--- config.mk ---
export PLATFORM = sky130hd
export DESIGN_NAME = reservation_entry_gen
export DESIGN_NICKNAME = d
export VERILOG_FILES = /design/src/rtl/reservation_entry_gen.sv
export SDC_FILE = /design/constraint.sdc
export NUM_CORES = 1
export LEC_CHECK = 0
export BUFFER_PORTS_ARGS = -buffer_cell sky130_fd_sc_hd__buf_4
export CORE_AREA = 2 2 147 149
export CTS_BUF_LIST = sky130_fd_sc_hd__clkbuf_8
export DETAILED_ROUTE_END_ITERATION = 6
export DIE_AREA = 0 0 149 151
export GPL_ROUTABILITY_DRIVEN = 0
export PLACE_DENSITY = 0.76
export SYNTH_ARGS = -nofsm -noshare
export SYNTH_HDL_FRONTEND = slang
export SYNTH_SLANG_ARGS = --single-unit
export TNS_END_PERCENT = 10
--- constraint.sdc ---
create_clock -name iCLOCK -period 2.8 [get_ports iCLOCK]
set_input_delay 0.56 -clock iCLOCK [delete_from_list [all_inputs] [get_ports iCLOCK]]
set_output_delay 0.56 -clock iCLOCK [all_outputs]
set_load 0.005 [all_outputs]
--- src/rtl/reservation_entry_gen.sv ---
// Single reservation-station entry: captures a dispatched instruction, snoops the
// CDB channels to wake pending operands, optionally waits for its in-order slot,
// and tracks a saturating age for oldest-first selection. Held until issue grant.
module reservation_entry_gen #(
    parameter int unsigned DATA_W  = 32,
    parameter int unsigned TAG_W   = 6,
    parameter int unsigned SRC_N   = 2,
    parameter int unsigned CDB_CH  = 3,
    parameter int unsigned PAY_W   = 52,
    parameter int unsigned PTR_W   = 4,
    parameter int unsigned INORDER = 1,
    parameter int unsigned AGE_W   = 4
) (
    input  logic                     iCLOCK,
    input  logic                     inRESET,
    input  logic                     iREMOVE_VALID,
    input  logic                     iREGIST_VALID,
    input  logic [PAY_W-1:0]         iREGIST_PAYLOAD,
    input  logic [SRC_N-1:0]         iREGIST_SRC_VALID,
    input  logic [SRC_N-1:0]         iREGIST_SRC_SYSREG,
    input  logic [SRC_N*DATA_W-1:0]  iREGIST_SRC_DATA,
    input  logic [PTR_W-1:0]         iREGIST_EX_POINTER,
    input  logic [CDB_CH-1:0]        iCDB_VALID,
    input  logic [CDB_CH-1:0]        iCDB_WRITEBACK,
    input  logic [CDB_CH*TAG_W-1:0]  iCDB_REGNAME,
    input  logic [CDB_CH*DATA_W-1:0] iCDB_DATA,
    input  logic [PTR_W-1:0]         iEX_EXECUTION_POINTER,
    input  logic                     iISSUE_GRANT,
    output logic                     oINFO_ENTRY_VALID,
    output logic                     oINFO_MATCHING,
    output logic [PAY_W-1:0]         oINFO_PAYLOAD,
    output logic [SRC_N-1:0]         oINFO_SRC_VALID,
    output logic [SRC_N-1:0]         oINFO_SRC_SYSREG,
    output logic [SRC_N*DATA_W-1:0]  oINFO_SRC_DATA,
    output logic [AGE_W-1:0]         oINFO_AGE
);

    typedef enum logic {
        ST_IDLE = 1'b0,
        ST_WAIT = 1'b1
    } state_t;

    state_t                          state_q, state_d;
    logic [PAY_W-1:0]                payload_q, payload_d;
    logic [SRC_N-1:0]                src_valid_q, src_valid_d;
    logic [SRC_N-1:0]                src_sysreg_q, src_sysreg_d;
    logic [SRC_N-1:0][DATA_W-1:0]    src_data_q, src_data_d;
    logic [PTR_W-1:0]                ptr_q, ptr_d;
    logic                            ptr_match_q, ptr_match_d;
    logic [AGE_W-1:0]                age_q, age_d;
    logic                            matching_q, matching_d;

    logic [SRC_N-1:0][DATA_W-1:0]    regist_data_c;
    logic [CDB_CH-1:0][TAG_W-1:0]    cdb_name_c;
    logic [CDB_CH-1:0][DATA_W-1:0]   cdb_data_c;
    logic [SRC_N-1:0][TAG_W-1:0]     snoop_tag_c;
    logic [SRC_N-1:0]                hit_c;
    logic [SRC_N-1:0][DATA_W-1:0]    hit_data_c;
    logic                            clear_c;

    assign regist_data_c = iREGIST_SRC_DATA;
    assign cdb_name_c    = iCDB_REGNAME;
    assign cdb_data_c    = iCDB_DATA;

    // Tag each source compares against: incoming tag while idle, stored tag while waiting
    always_comb begin
        snoop_tag_c = '0;
        for (int s = 0; s < int'(SRC_N); s++) begin
            if (state_q == ST_IDLE) begin
                snoop_tag_c[s] = regist_data_c[s][TAG_W-1:0];
            end else begin
                snoop_tag_c[s] = src_data_q[s][TAG_W-1:0];
            end
        end
    end

    // CDB match per source; scanning from the top down lets the lowest channel win
    always_comb begin
        hit_c      = '0;
        hit_data_c = '0;
        for (int s = 0; s < int'(SRC_N); s++) begin
            for (int c = int'(CDB_CH) - 1; c >= 0; c--) begin
                if (iCDB_VALID[c] && iCDB_WRITEBACK[c] && (cdb_name_c[c] == snoop_tag_c[s])) begin
                    hit_c[s]      = 1'b1;
                    hit_data_c[s] = cdb_data_c[c];
                end
            end
        end
    end

    // Next-state: flush/issue clear, registration capture, and wakeup while waiting
    always_comb begin
        state_d      = state_q;
        payload_d    = payload_q;
        src_valid_d  = src_valid_q;
        src_sysreg_d = src_sysreg_q;
        src_data_d   = src_data_q;
        ptr_d        = ptr_q;
        ptr_match_d  = ptr_match_q;
        age_d        = age_q;
        clear_c      = iREMOVE_VALID | (iISSUE_GRANT & matching_q);

        if (clear_c) begin
            state_d      = ST_IDLE;
            payload_d    = '0;
            src_valid_d  = '0;
            src_sysreg_d = '0;
            src_data_d   = '0;
            ptr_d        = '0;
            ptr_match_d  = 1'b0;
            age_d        = '0;
        end else begin
            case (state_q)
                ST_IDLE: begin
                    if (iREGIST_VALID) begin
                        state_d      = ST_WAIT;
                        payload_d    = iREGIST_PAYLOAD;
                        src_sysreg_d = iREGIST_SRC_SYSREG;
                        for (int s = 0; s < int'(SRC_N); s++) begin
                            if (iREGIST_SRC_SYSREG[s] || iREGIST_SRC_VALID[s]) begin
                                src_valid_d[s] = 1'b1;
                                src_data_d[s]  = regist_data_c[s];
                            end else if (hit_c[s]) begin
                                src_valid_d[s] = 1'b1;
                                src_data_d[s]  = hit_data_c[s];
                            end else begin
                                src_valid_d[s] = 1'b0;
                                src_data_d[s]  = regist_data_c[s];
                            end
                        end
                        ptr_d       = iREGIST_EX_POINTER;
                        ptr_match_d = (INORDER == 0) || (iREGIST_EX_POINTER == iEX_EXECUTION_POINTER);
                        age_d       = '0;
                    end
                end
                ST_WAIT: begin
                    for (int s = 0; s < int'(SRC_N); s++) begin
                        if (!src_valid_q[s] && hit_c[s]) begin
                            src_valid_d[s] = 1'b1;
                            src_data_d[s]  = hit_data_c[s];
                        end
                    end
                    if (!ptr_match_q && (ptr_q == iEX_EXECUTION_POINTER)) begin
                        ptr_match_d = 1'b1;
                    end
                    if (age_q != {AGE_W{1'b1}}) begin
                        age_d = age_q + AGE_W'(1);
                    end
                end
                default: state_d = ST_IDLE;
            endcase
        end

        matching_d = (state_d == ST_WAIT) && (&src_valid_d) && ptr_match_d;
    end

    // Entry state registers
    always_ff @(posedge iCLOCK or negedge inRESET) begin
        if (!inRESET) begin
            state_q      <= ST_IDLE;
            payload_q    <= '0;
            src_valid_q  <= '0;
            src_sysreg_q <= '0;
            src_data_q   <= '0;
            ptr_q        <= '0;
            ptr_match_q  <= 1'b0;
            age_q        <= '0;
            matching_q   <= 1'b0;
        end else begin
            state_q      <= state_d;
            payload_q    <= payload_d;
            src_valid_q  <= src_valid_d;
            src_sysreg_q <= src_sysreg_d;
            src_data_q   <= src_data_d;
            ptr_q        <= ptr_d;
            ptr_match_q  <= ptr_match_d;
            age_q        <= age_d;
            matching_q   <= matching_d;
        end
    end

    assign oINFO_ENTRY_VALID = (state_q == ST_WAIT);
    assign oINFO_MATCHING    = matching_q;
    assign oINFO_PAYLOAD     = payload_q;
    assign oINFO_SRC_VALID   = src_valid_q;
    assign oINFO_SRC_SYSREG  = src_sysreg_q;
    assign oINFO_SRC_DATA    = src_data_q;
    assign oINFO_AGE         = age_q;

endmodule

Yosys cells after proc, flatten, opt, wreduce, memory -nomap -nowiden
Index checks and enable logic that the tools add are counted.
{"block": "totals", "regBits": 131, "in_bits": 253, "out_inout_bits": 126}
{"block": "op_classes", "addsub": 1, "eq_ne": 14, "mux": 52, "bitwise_logic": 3, "reduce_logical": 25}
{"operator": "$mux 32", "count": 12}
{"operator": "$mux 52", "count": 3}
{"operator": "$mux 64", "count": 2}
{"operator": "$pmux 64 s2", "count": 1}
{"operator": "$eq 6x6->1", "count": 6}
{"operator": "$mux 4", "count": 6}
{"operator": "$mux 1", "count": 18}
{"operator": "$logic_and 1x1->1", "count": 14}
{"operator": "$mux 6", "count": 2}
{"operator": "$mux 2", "count": 5}
{"operator": "$reduce_and 2->1", "count": 5}
{"operator": "$ne 3x1->1 const B", "count": 3}
{"operator": "$eq 4x4->1", "count": 2}
{"operator": "$pmux 4 s2", "count": 1}
{"operator": "$add 4x1->4 const B", "count": 1}
{"operator": "$ne 4x4->1 const B", "count": 1}
{"operator": "$pmux 2 s2", "count": 1}
{"operator": "$logic_not 1->1", "count": 3}
{"operator": "$ne 3x3->1 const B", "count": 1}
{"operator": "$logic_or 1x1->1", "count": 2}
{"operator": "$ne 2x1->1 const B", "count": 1}
{"operator": "$pmux 1 s2", "count": 1}
{"operator": "$reduce_bool 2->1", "count": 1}
{"operator": "$and 1x1->1", "count": 1}
{"operator": "other kinds (2)", "count": 2}

Depth between registers and ports, before layout
Gate-level depths: netlist (run 1).
{"block": "logic_depth", "word_depth": 14, "ltp_mapped": 11}

Least setup slack after synthesis (run 1)
No wires, ideal clock.
{"block": "synth_timing", "path_type": "reg-to-reg", "start": "register state_q (netlist: oINFO_ENTRY_VALID)", "end": "register src_data_q (netlist bit oINFO_SRC_DATA[10])", "setup_time_ps": 126, "arrival_time_ps": 2555, "slack_ps": 120, "path_stages_with_launch": 12, "path_buffers": 4, "synth_period_minus_slack_ps": 2680, "cell_sequence": "dfrtp_1 buf_6 buf_6 mux2i_2 xnor2_1 or4b_1 buf_2 or2_4 a41o_4 buf_6 a31oi_1 a21oi_1"}
{"block": "synth_via", "elab_chain_len": 11, "word_cells_on_any_way": 24}
{"item": "start, declared", "line_no": "43", "source": "state_t state_q, state_d;"}
{"item": "start signal, assigned", "line_no": "170", "source": "state_q <= state_d;"}
{"item": "$mux 6", "line_no": "69", "source": "if (state_q == ST_IDLE) begin"}
{"item": "$eq 6x6->1", "line_no": "83", "source": "if (iCDB_VALID[c] && iCDB_WRITEBACK[c] && (cdb_name_c[c] == snoop_tag_c[s])) begin"}
{"item": "$logic_and 1x1->1", "line_no": "83"}
{"item": "$mux 32 or $mux 1 (tied branches) (3 in series)", "line_no": "83"}
{"item": "$mux 32", "line_no": "123", "source": "end else if (hit_c[s]) begin"}
{"item": "$mux 32", "line_no": "120", "source": "if (iREGIST_SRC_SYSREG[s] || iREGIST_SRC_VALID[s]) begin"}
{"item": "$mux 64", "line_no": "115", "source": "if (iREGIST_VALID) begin"}
{"item": "$pmux 64 s2", "line_no": "113", "source": "case (state_q)"}
{"item": "$mux 64", "line_no": "103", "source": "if (clear_c) begin"}
{"item": "end signal, assigned", "line_no": "174", "source": "src_data_q <= src_data_d;"}
{"item": "end, declared", "line_no": "47", "source": "logic [SRC_N-1:0][DATA_W-1:0] src_data_q, src_data_d;"}
Parallel ways exist; a longest one is shown, timed or not. The select of a mux whose other input is x is not followed.
A chain may end at the register's enable or synchronous reset.

Worst setup path in the final report (run 1)
{"block": "layout_timing", "start": "register state_q (netlist: oINFO_ENTRY_VALID)", "end": "register src_data_q (netlist bit oINFO_SRC_DATA[48])"}
Same word-level chain as after synthesis.

==> flow_metrics.tcl, run 1 <==
set metrics [dict create \
    drive_above_1_share 0.364 \
    ys_types 40 \
    layout_commonest_cell "buf_4" \
    cp_num_buf_inv 3 \
    p_per_area_mw_per_mm2 439 \
    yosys_register_bits 131 \
    tightest_slew_ns 0.599 \
    met2_usage 0.477 \
    ios 379 \
    max-cap-violations 0 \
    setup_tns_ns 0 \
    path_common_cell "buf_12" \
    grt_pass1_vias 9195 \
    diodes 0 \
    core_mm2 0.0208 \
    path_cells "buf_12, mux2i_1, xnor2_1, nor4_1, nand2_2, buf_12, nand3_1, a21oi_2, buf_12, a221o_1" \
    setup_viol 0 \
    grt_max_degree 66 \
    ys_seq_area_frac 0.408 \
    holdBufCountCts 0 \
    layout.nets 1572 \
    dp_hpwl_mm 24.3 \
    rows 53 \
    vdd_drop_max_mv 0.255 \
    p_leak_nw 5.57 \
    cp-end-kind "register" \
    first_iter_violations 830 \
    met1_usage 0.353 \
    r2r_cells 10 \
    drc 0 \
    routedWlPerCell_um 21.1 \
    crit_path_max_fanout 65 \
    via_per_inst 5.90 \
    worstPathArrival_ns 3.03 \
    worst-setup-path-type "reg2reg" \
    fin_crit_ns 2.70 \
    root_buffer "clkbuf_8" \
    antenna_found_initial 0 \
    slew_violations 0 \
    clk_pin_slew_ns 0.09 \
    syn_area_per_cell_um2 8.31 \
    cp.depth 10 \
    num_vias 9483 \
    hold_viol 0 \
    fin_skew_ns 0.0276 \
    grt_pass1_wl_mm 50.4 \
    dr.pass1.iters 5 \
    die-width_um 149 \
    ys_warn_count 0 \
    synth.cell_area_mm2 0.00803 \
    finalWirelength_mm 33.8 \
    hold_class "in2async" \
    cp_slowest_cell "mux2i_1" \
    cpLargestDelayFamily "simple AND/OR/NAND/NOR gates" \
    worst_slack_ns 0.102 \
    htree_levels 4 \
    grt.total_usage 0.288 \
    clk_path_buf_depth 2 \
    clkLatencyLatePin_ns 0.46 \
    fin_cells 1606 \
    cts_buffers 17 \
    slowest_delay_ns 0.43 \
    cp.required_ns 3.13 \
    synth_edf_count 0 \
    async_reset_ff_frac 1.00 \
    overflow 0 \
    portBuffers 378 \
    dp_cells 1570 \
    synth-main-ff-cell "dfrtp_1" \
    cp-start-kind "register" \
    dp_worst_setup_slack_ns -0.142 \
    synthToLayoutAreaGrowth_pct 47.6 \
    slew_headroom 0.601 \
    final_cell_mix "buf_4 (413), nand2_1 (163), dfrtp_1 (131)" \
    clock-sinks 131 \
    synthesis.nets 1221 \
    max_freq_ghz 0.371 \
    ant_nets 0 \
    syn_inst 967 \
    fp.dieH_um 151 \
    dieArea_mm2 0.0225 \
    grt-busiest-layer "met2" \
    cts_tree "done" \
    timing.hold.ws_ns 0.0720 \
    status "complete, no violations" \
    fin_crit_sh 0.964 \
    start_util 0.386 \
    gr-usage-met3 0.0816 \
]
synth_stat cells (all sizes together), types with 2 or more instances:
| cell type | count | area (µm²) |
|---|---|---|
| nand2 | 165 | 619 |
| dfrtp | 131 | 3280 |
| a21oi | 106 | 531 |
| clkbuf | 80 | 300 |
| o21ai | 57 | 285 |
| a31oi | 56 | 350 |
| nor2 | 49 | 184 |
| nand3 | 43 | 215 |
| xnor2 | 37 | 324 |
| a221o | 35 | 350 |
| a311oi | 27 | 236 |
| a21o | 25 | 188 |
| and3 | 24 | 150 |
| o31ai | 24 | 180 |
| buf | 16 | 125 |
| mux2i | 13 | 138 |
| nor3 | 12 | 60.1 |
| nor4 | 11 | 68.8 |
| nor2b | 9 | 56.3 |
| xor2 | 9 | 78.8 |
| a311o | 7 | 70.1 |
| inv | 7 | 26.3 |
| o221ai | 6 | 52.6 |
| and2 | 4 | 25.0 |
| a22oi | 2 | 15.0 |
| or3 | 2 | 12.5 |
worst register-to-register path, delay by kind of cell (launching register included):
family / cells / cell delay (ns)
AO/OA/AOI/OAI: 2 / 0.44
XOR/XNOR: 1 / 0.11
buffers and inverters: 3 / 0.59
flip-flops: 1 / 0.38
multiplexers: 1 / 0.43
AND/OR/NAND/NOR: 3 / 0.64
stage by stage:
| step | power (mW) | util | cell area (µm²) |
|---|---|---|---|
| 3_3_place_gp | 3.37 | 0.542 | 11300 |
| 5_1_grt | 5.44 | 0.570 | 11900 |
| 3_5_place_dp | 3.39 | 0.542 | 11300 |
| 2_1_floorplan | 2.64 | - | 8030 |
| 4_1_cts | 5.20 | 0.565 | 11800 |
| 6_report | 5.21 | 0.570 | 11900 |
path summary, 6_finish.rpt:
path / start / endpoint / slack [ns]
max: oINFO_ENTRY_VALID / oINFO_SRC_DATA[48] / 0.10
min: inRESET / ptr_q[1] / 0.07
min in group iCLOCK: iREGIST_SRC_DATA[40] / oINFO_SRC_DATA[40] / 0.32
max reg2reg: oINFO_ENTRY_VALID / oINFO_SRC_DATA[48] / 0.10
max in group asynchronous: inRESET / oINFO_SRC_DATA[11] / 1.95
min reg2reg: oINFO_SRC_DATA[49] / oINFO_SRC_DATA[49] / 0.52
registers in the layout, summed over array words and instances (netlist names), 2 cells and up:
| signal | count |
|---|---|
| oINFO_AGE | 4 |
| oINFO_PAYLOAD | 52 |
| oINFO_SRC_DATA | 64 |
| oINFO_SRC_SYSREG | 2 |
| oINFO_SRC_VALID | 2 |
| ptr_q | 4 |
cell type report:
cell class | instances | area (µm²)
Inverter | 8 | 30.0
Tap cell | 275 | 344
Clock inverter | 15 | 195
Multi-Input combinational cell | 733 | 4440
Sequential cell | 131 | 3280
Clock buffer | 17 | 234
Fill cell | 1914 | 8960
Timing Repair Buffer | 427 | 3340
routing by layer:
metal	part of all wire	vias up
met5	0	-
met4	0.039	0
met3	0.12	100
met2	0.48	693
met1	0.36	4456
li1	-	4234
report_power, final:
| part | internal (mW) | switching, mW | total (mW) |
|---|---|---|---|
| clock network | 0.911 | 0.900 | 1.81 |
| registers | 2.02 | 0.0914 | 2.11 |
| logic | 0.650 | 0.640 | 1.29 |
| total | 3.58 | 1.63 | 5.21 |
cell families (layout without fill, tap and decap cells):
family                     after synthesis  count (layout)  share of synthesized area
AOI/OAI and AO/OA                      348             349                      0.288
adders and majority gates                1               1                    0.00156
buffers and inverters                  104             467                     0.0567
xor gates and xnor gates                46              46                     0.0502
DFF                                    131             131                      0.408
and+or+nand+nor                        324             324                      0.178
muxes                                   13              13                     0.0171
timing repair:
item	in CTS	in global routing
resized for setup	0	18
pin swaps	1	0
setup endpoints to repair	17	64
buffers inserted	3	0
hold endpoints to repair	0	0
gates cloned	0	1
Power figures use the tool's default switching activity.
==> inputs of run 2 (changes only) <==
--- a/config.mk
+++ b/config.mk
@@ -11,7 +11,8 @@
 export DETAILED_ROUTE_END_ITERATION = 6
 export DIE_AREA = 0 0 149 151
 export GPL_ROUTABILITY_DRIVEN = 0
-export PLACE_DENSITY = 0.76
+export MAX_ROUTING_LAYER = met4
+export PLACE_DENSITY = 0.69
 export SYNTH_ARGS = -nofsm -noshare
 export SYNTH_HDL_FRONTEND = slang
 export SYNTH_SLANG_ARGS = --single-unit
==> run 2 against run 1 <==
Effect of this change:
- the flow now finishes with violations (negative setup slack)
- die area is the same
- non-clock buffer count increased by 17
- sequential power hardly changed
- utilization grew 0.95 points
- combinational power about the same
- critical path type unchanged
==> flow_metrics.tcl, run 2 (synthesis gave the netlist of run 1 again) <==
set metrics [dict create \
    vdd_drop_max_mv 0.272 \
    first_iter_violations 825 \
    fin_cells 1624 \
    max-cap-violations 0 \
    setup_viol 25 \
    cts_buffers 17 \
    slew_headroom 0.376 \
    crit_path_max_fanout 26 \
    grt_pass1_wl_mm 51.7 \
    htree_levels 4 \
    hold_viol 0 \
    switchingPower_mw 1.68 \
    antenna_found_initial 0 \
    place_area_mm2 0.0114 \
    core_mm2 0.0208 \
    swShare 0.328 \
    fp.dieH_um 151 \
    ant_nets 0 \
    clockPowerShare 0.329 \
    hold_class "in2async" \
    dr.pass1.iters 5 \
    routedWlPerCell_um 21.6 \
    violations "negative setup slack" \
    drive_above_1_share 0.382 \
    p_int_mw 3.43 \
    layout_commonest_cell "buf_4" \
    dp_cells 1582 \
    tightest_slew_ns 0.930 \
    num_vias 9586 \
    start_util 0.386 \
    final_area_mm2 0.0121 \
    grt.total_usage 0.308 \
    ios 379 \
    holdBufCountCts 0 \
    synthToLayoutAreaGrowth_pct 50.1 \
    dieArea_mm2 0.0225 \
    cp.required_ns 3.11 \
    rows 53 \
    die-width_um 149 \
    timing.hold.ws_ns 0.0558 \
    p_leak_nw 5.66 \
    worst_slack_ns -0.0306 \
    grt_max_degree 60 \
    fin_crit_sh 1.01 \
    clk_path_buf_depth 2 \
    final_cell_mix "buf_4 (428), nand2_1 (163), dfrtp_1 (131)" \
    cp-end-kind "register" \
    max_freq_ghz 0.353 \
    clkLatencyLatePin_ns 0.44 \
    clk_pin_slew_ns 0.10 \
    via_per_inst 5.90 \
    cp-start-kind "register" \
    finalWirelength_mm 35.1 \
    drc 0 \
    root_buffer "clkbuf_8" \
    r2r_slack_ns -0.03 \
    pwr-share-seq 0.413 \
    diodes 0 \
    grt_pass1_vias 9359 \
    largest_register_ffs 64 \
    power_frac_comb 0.258 \
    power_mw 5.11 \
    fin_crit_ns 2.83 \
    fin_skew_ns 0.0193 \
    worstPathArrival_ns 3.14 \
    clock-sinks 131 \
    p_per_area_mw_per_mm2 424 \
    overflow 0 \
    slew_violations 0 \
    cts_tree "done" \
    worst-setup-path-type "reg2reg" \
    portBuffers 378 \
    rsz0062_at_grt "true" \
    dp_hpwl_mm 25.1 \
    layout.nets 1590 \
    status "finished, violations left" \
]
==> run 2: cell count changes in the layout (fill, tap and decap cells not counted), sizes merged <==
cell / delta
buf: +17
bufinv: -2
inv: +2
o31ai: +1
==> run 2: critical path, stage by stage (launching register included) <==
cell,delay (ns)
dfrtp_1,0.42
buf_12,0.16
buf_6,0.13
mux2i_1,0.11
buf_4,0.15
xnor2_1,0.13
nor4_2,0.36
nand2_1,0.13
buf_4,0.18
a311oi_4,0.29
nor4_2,0.09
buf_12,0.19
a221o_1,0.35
==> run 2: timing repair <==
action                                  CTS  global route
gates cloned                              1             1
endpoints found under the setup margin   52            64
resized for setup                        17            17
pin swaps                                 5             6
buffers inserted                          5             3
==> run 2: metrics by stage <==
stage	util	TNS (ns)	worst slack, ns
6_report	0.579	-0.313	-0.0306
5_1_grt	0.579	-3.54	-0.135
4_1_cts	0.573	0	0.000372
3_5_place_dp	0.548	-6.13	-0.166
3_3_place_gp	0.548	-2.40	-0.108
2_1_floorplan	-	0	0.120
==> run 2: final timing paths <==
path,depth (start not counted),startpoint,to
worst max-delay path,12,oINFO_ENTRY_VALID,oINFO_SRC_DATA[49]
worst min-delay path,1,inRESET,oINFO_PAYLOAD[48]
worst min register to register,2,oINFO_PAYLOAD[16],oINFO_PAYLOAD[16]
worst max register to register,12,oINFO_ENTRY_VALID,oINFO_SRC_DATA[49]
max in group asynchronous,2,inRESET,oINFO_SRC_DATA[49]
min in group iCLOCK,2,iREGIST_SRC_DATA[44],oINFO_SRC_DATA[44]
==> run 2: power groups by stage <==
stage / clock [mW] / combinational, mW / sequential (mW)
2_1_floorplan: 0 / 0.506 / 2.13
3_3_place_gp: 0 / 1.25 / 2.14
3_5_place_dp: 0 / 1.27 / 2.14
4_1_cts: 1.72 / 1.29 / 2.11
5_1_grt: 1.80 / 1.42 / 2.12
6_report: 1.68 / 1.32 / 2.11
==> run 2: layout make-up <==
type	count	area [µm²]
multi-input cells	734	4520
fillers	1901	8770
flip-flops and latches	131	3280
inverters	8	30.0
clock buffers	17	234
repair buffers	444	3490
clock inverters	15	159
well taps	275	344
==> run 2: layer usage <==
metal  share of wire  track usage  vias up
li1                -            -     4280
met1            0.37        0.366     4564
met2            0.48        0.513      635
met3            0.10       0.0639      107
met4           0.040        0.127        0
met5               0            -        -
==> inputs of run 3 (changes only) <==
--- a/config.mk
+++ b/config.mk
@@ -12,7 +12,7 @@
 export DIE_AREA = 0 0 149 151
 export GPL_ROUTABILITY_DRIVEN = 0
 export MAX_ROUTING_LAYER = met4
-export PLACE_DENSITY = 0.69
+export PLACE_DENSITY = 0.77
 export SYNTH_ARGS = -nofsm -noshare
 export SYNTH_HDL_FRONTEND = slang
 export SYNTH_SLANG_ARGS = --single-unit
==> run 3 against run 2 <==
Effect of this change:
- the flow now finishes without violations
- sequential share of layout area hardly changed
- critical path type unchanged
- combinational power about the same
- highest routed layer unchanged
- largest power group unchanged
- global-route usage down 1.5 points
- clock power increased by 8%
==> flow_metrics.tcl, run 3 (synthesis gave the netlist of run 1 again) <==
set metrics [dict create \
    finalWirelength_mm 33.7 \
    cp-end-kind "register" \
    worst-setup-path-type "reg2reg" \
    final_area_mm2 0.0120 \
    clk_pin_slew_ns 0.09 \
    r2r_slack_ns 0.09 \
    synthToLayoutAreaGrowth_pct 49.9 \
    dp_hpwl_mm 24.3 \
    antenna_found_initial 0 \
    routedWlPerCell_um 20.9 \
    vdd_drop_max_mv 0.233 \
    diodes 0 \
    layout_commonest_cell "buf_4" \
    hold_viol 0 \
    regArea_mm2 0.00328 \
    slew_headroom 0.251 \
    cp-start-kind "register" \
    largest_register_ffs 64 \
    root_buffer "clkbuf_8" \
    grt_pass1_wl_mm 49.8 \
    dr.pass1.iters 6 \
    max_freq_ghz 0.368 \
    die-width_um 149 \
    holdBufCountCts 0 \
    via_per_inst 5.91 \
    status "complete, no violations" \
    cts_buffers 17 \
    portBuffers 378 \
    htree_levels 4 \
    clkLatencyLatePin_ns 0.44 \
    setup_tns_ns 0 \
    worstPathArrival_ns 3.09 \
    slowest_delay_ns 0.40 \
    dp_cells 1577 \
    max-cap-violations 0 \
    start_util 0.386 \
    grt.total_usage 0.293 \
    tightest_slew_ns 1.12 \
    drc 0 \
    grt_max_degree 66 \
    rsz0062_at_grt "true" \
    fp.dieH_um 151 \
    ios 379 \
    multi_input_comb_area_mm2 0.00451 \
    path_cells "buf_12, mux2i_1, buf_4, xnor2_1, nor3_1, nand2_1, a311o_1, buf_12, a311oi_2, buf_4, a221o_1" \
    dieArea_mm2 0.0225 \
    fin_cells 1613 \
    core_mm2 0.0208 \
    overflow 0 \
    ant_nets 0 \
    hold_class "in2async" \
    p_leak_nw 5.63 \
    cts_tree "done" \
    fin_crit_ns 2.71 \
    slew_violations 0 \
    post-route-util 0.578 \
    place_area_mm2 0.0114 \
    cp_num_buf_inv 4 \
    grt_pass1_vias 8931 \
    clock-sinks 131 \
    final_cell_mix "buf_4 (415), nand2_1 (163), dfrtp_1 (131)" \
    cp.required_ns 3.17 \
    p_per_area_mw_per_mm2 435 \
    crit_path_max_fanout 32 \
    clk_path_buf_depth 2 \
    setup_viol 0 \
    fillers 1860 \
    cpLargestDelayFamily "buffers and inverters" \
    fin_crit_sh 0.969 \
    drive_above_1_share 0.373 \
    rows 53 \
    cp_slowest_cell "dfrtp_1" \
    first_iter_violations 946 \
    num_vias 9538 \
    layout.nets 1579 \
    fin_skew_ns 0.0166 \
]
==> run 3: changes by cell type in the layout (fill, tap and decap cells not counted), sizes merged <==
cell / delta
inv: -7
bufinv: +3
clkinv: +4
buf: -11
==> run 3: final cells by class <==
type,count,area share
repair buffers,433,0.286
flip-flops and latches,131,0.272
inverters,8,0.00249
clock buffers,17,0.0194
well taps,275,0.0286
multi-input cells,734,0.374
clock inverters,15,0.0170
==> run 3: final timing paths <==
kind,from,cells past startpoint,end
max in group asynchronous,inRESET,2,oINFO_SRC_DATA[30]
max,oINFO_ENTRY_VALID,11,oINFO_SRC_DATA[43]
min,inRESET,1,oINFO_PAYLOAD[39]
min reg2reg,oINFO_PAYLOAD[25],2,oINFO_PAYLOAD[25]
min in group iCLOCK,iREGIST_SRC_DATA[47],2,oINFO_SRC_DATA[47]
max reg2reg,oINFO_ENTRY_VALID,11,oINFO_SRC_DATA[43]
==> run 3: through the flow <==
| step | hold slack [ns] | setup WS, ns | power, mW |
|---|---|---|---|
| after floorplan | 0.264 | 0.120 | 2.64 |
| after CTS | 0.0791 | 0.00748 | 5.23 |
| after global placement | 0.501 | -0.146 | 3.38 |
| after detailed placement | 0.501 | -0.195 | 3.40 |
| after global routing | 0.104 | -0.00523 | 5.46 |
| final | 0.0803 | 0.0860 | 5.23 |
==> run 3: timing repair <==
action                                  CTS  global route
gates cloned                              1             1
endpoints found under the setup margin   24            60
pin swaps                                 1             5
resized for setup                         5            28
buffers inserted                          0             2
==> run 3: worst register-to-register path, delay by kind of cell, from the launching register on <==
family / cells / cell delay [ns]
buf+inv: 4 / 0.72
compound gates: 3 / 0.69
simple gates: 2 / 0.42
flops: 1 / 0.40
xor+xnor: 1 / 0.06
mux: 1 / 0.36
==> run 3: layer usage <==
metal,GRT usage,vias to the layer above,routed length (µm)
li1,-,4260,-
met1,0.360,4516,12500
met2,0.477,669,16200
met3,0.0545,93,3740
met4,0.121,0,1340
met5,-,-,0
==> run 3: where the power goes <==
part / total [mW] / switching (mW) / internal (mW)
logic: 1.31 / 0.644 / 0.662
registers: 2.11 / 0.0921 / 2.02
clock network: 1.82 / 0.840 / 0.980
total: 5.23 / 1.58 / 3.66
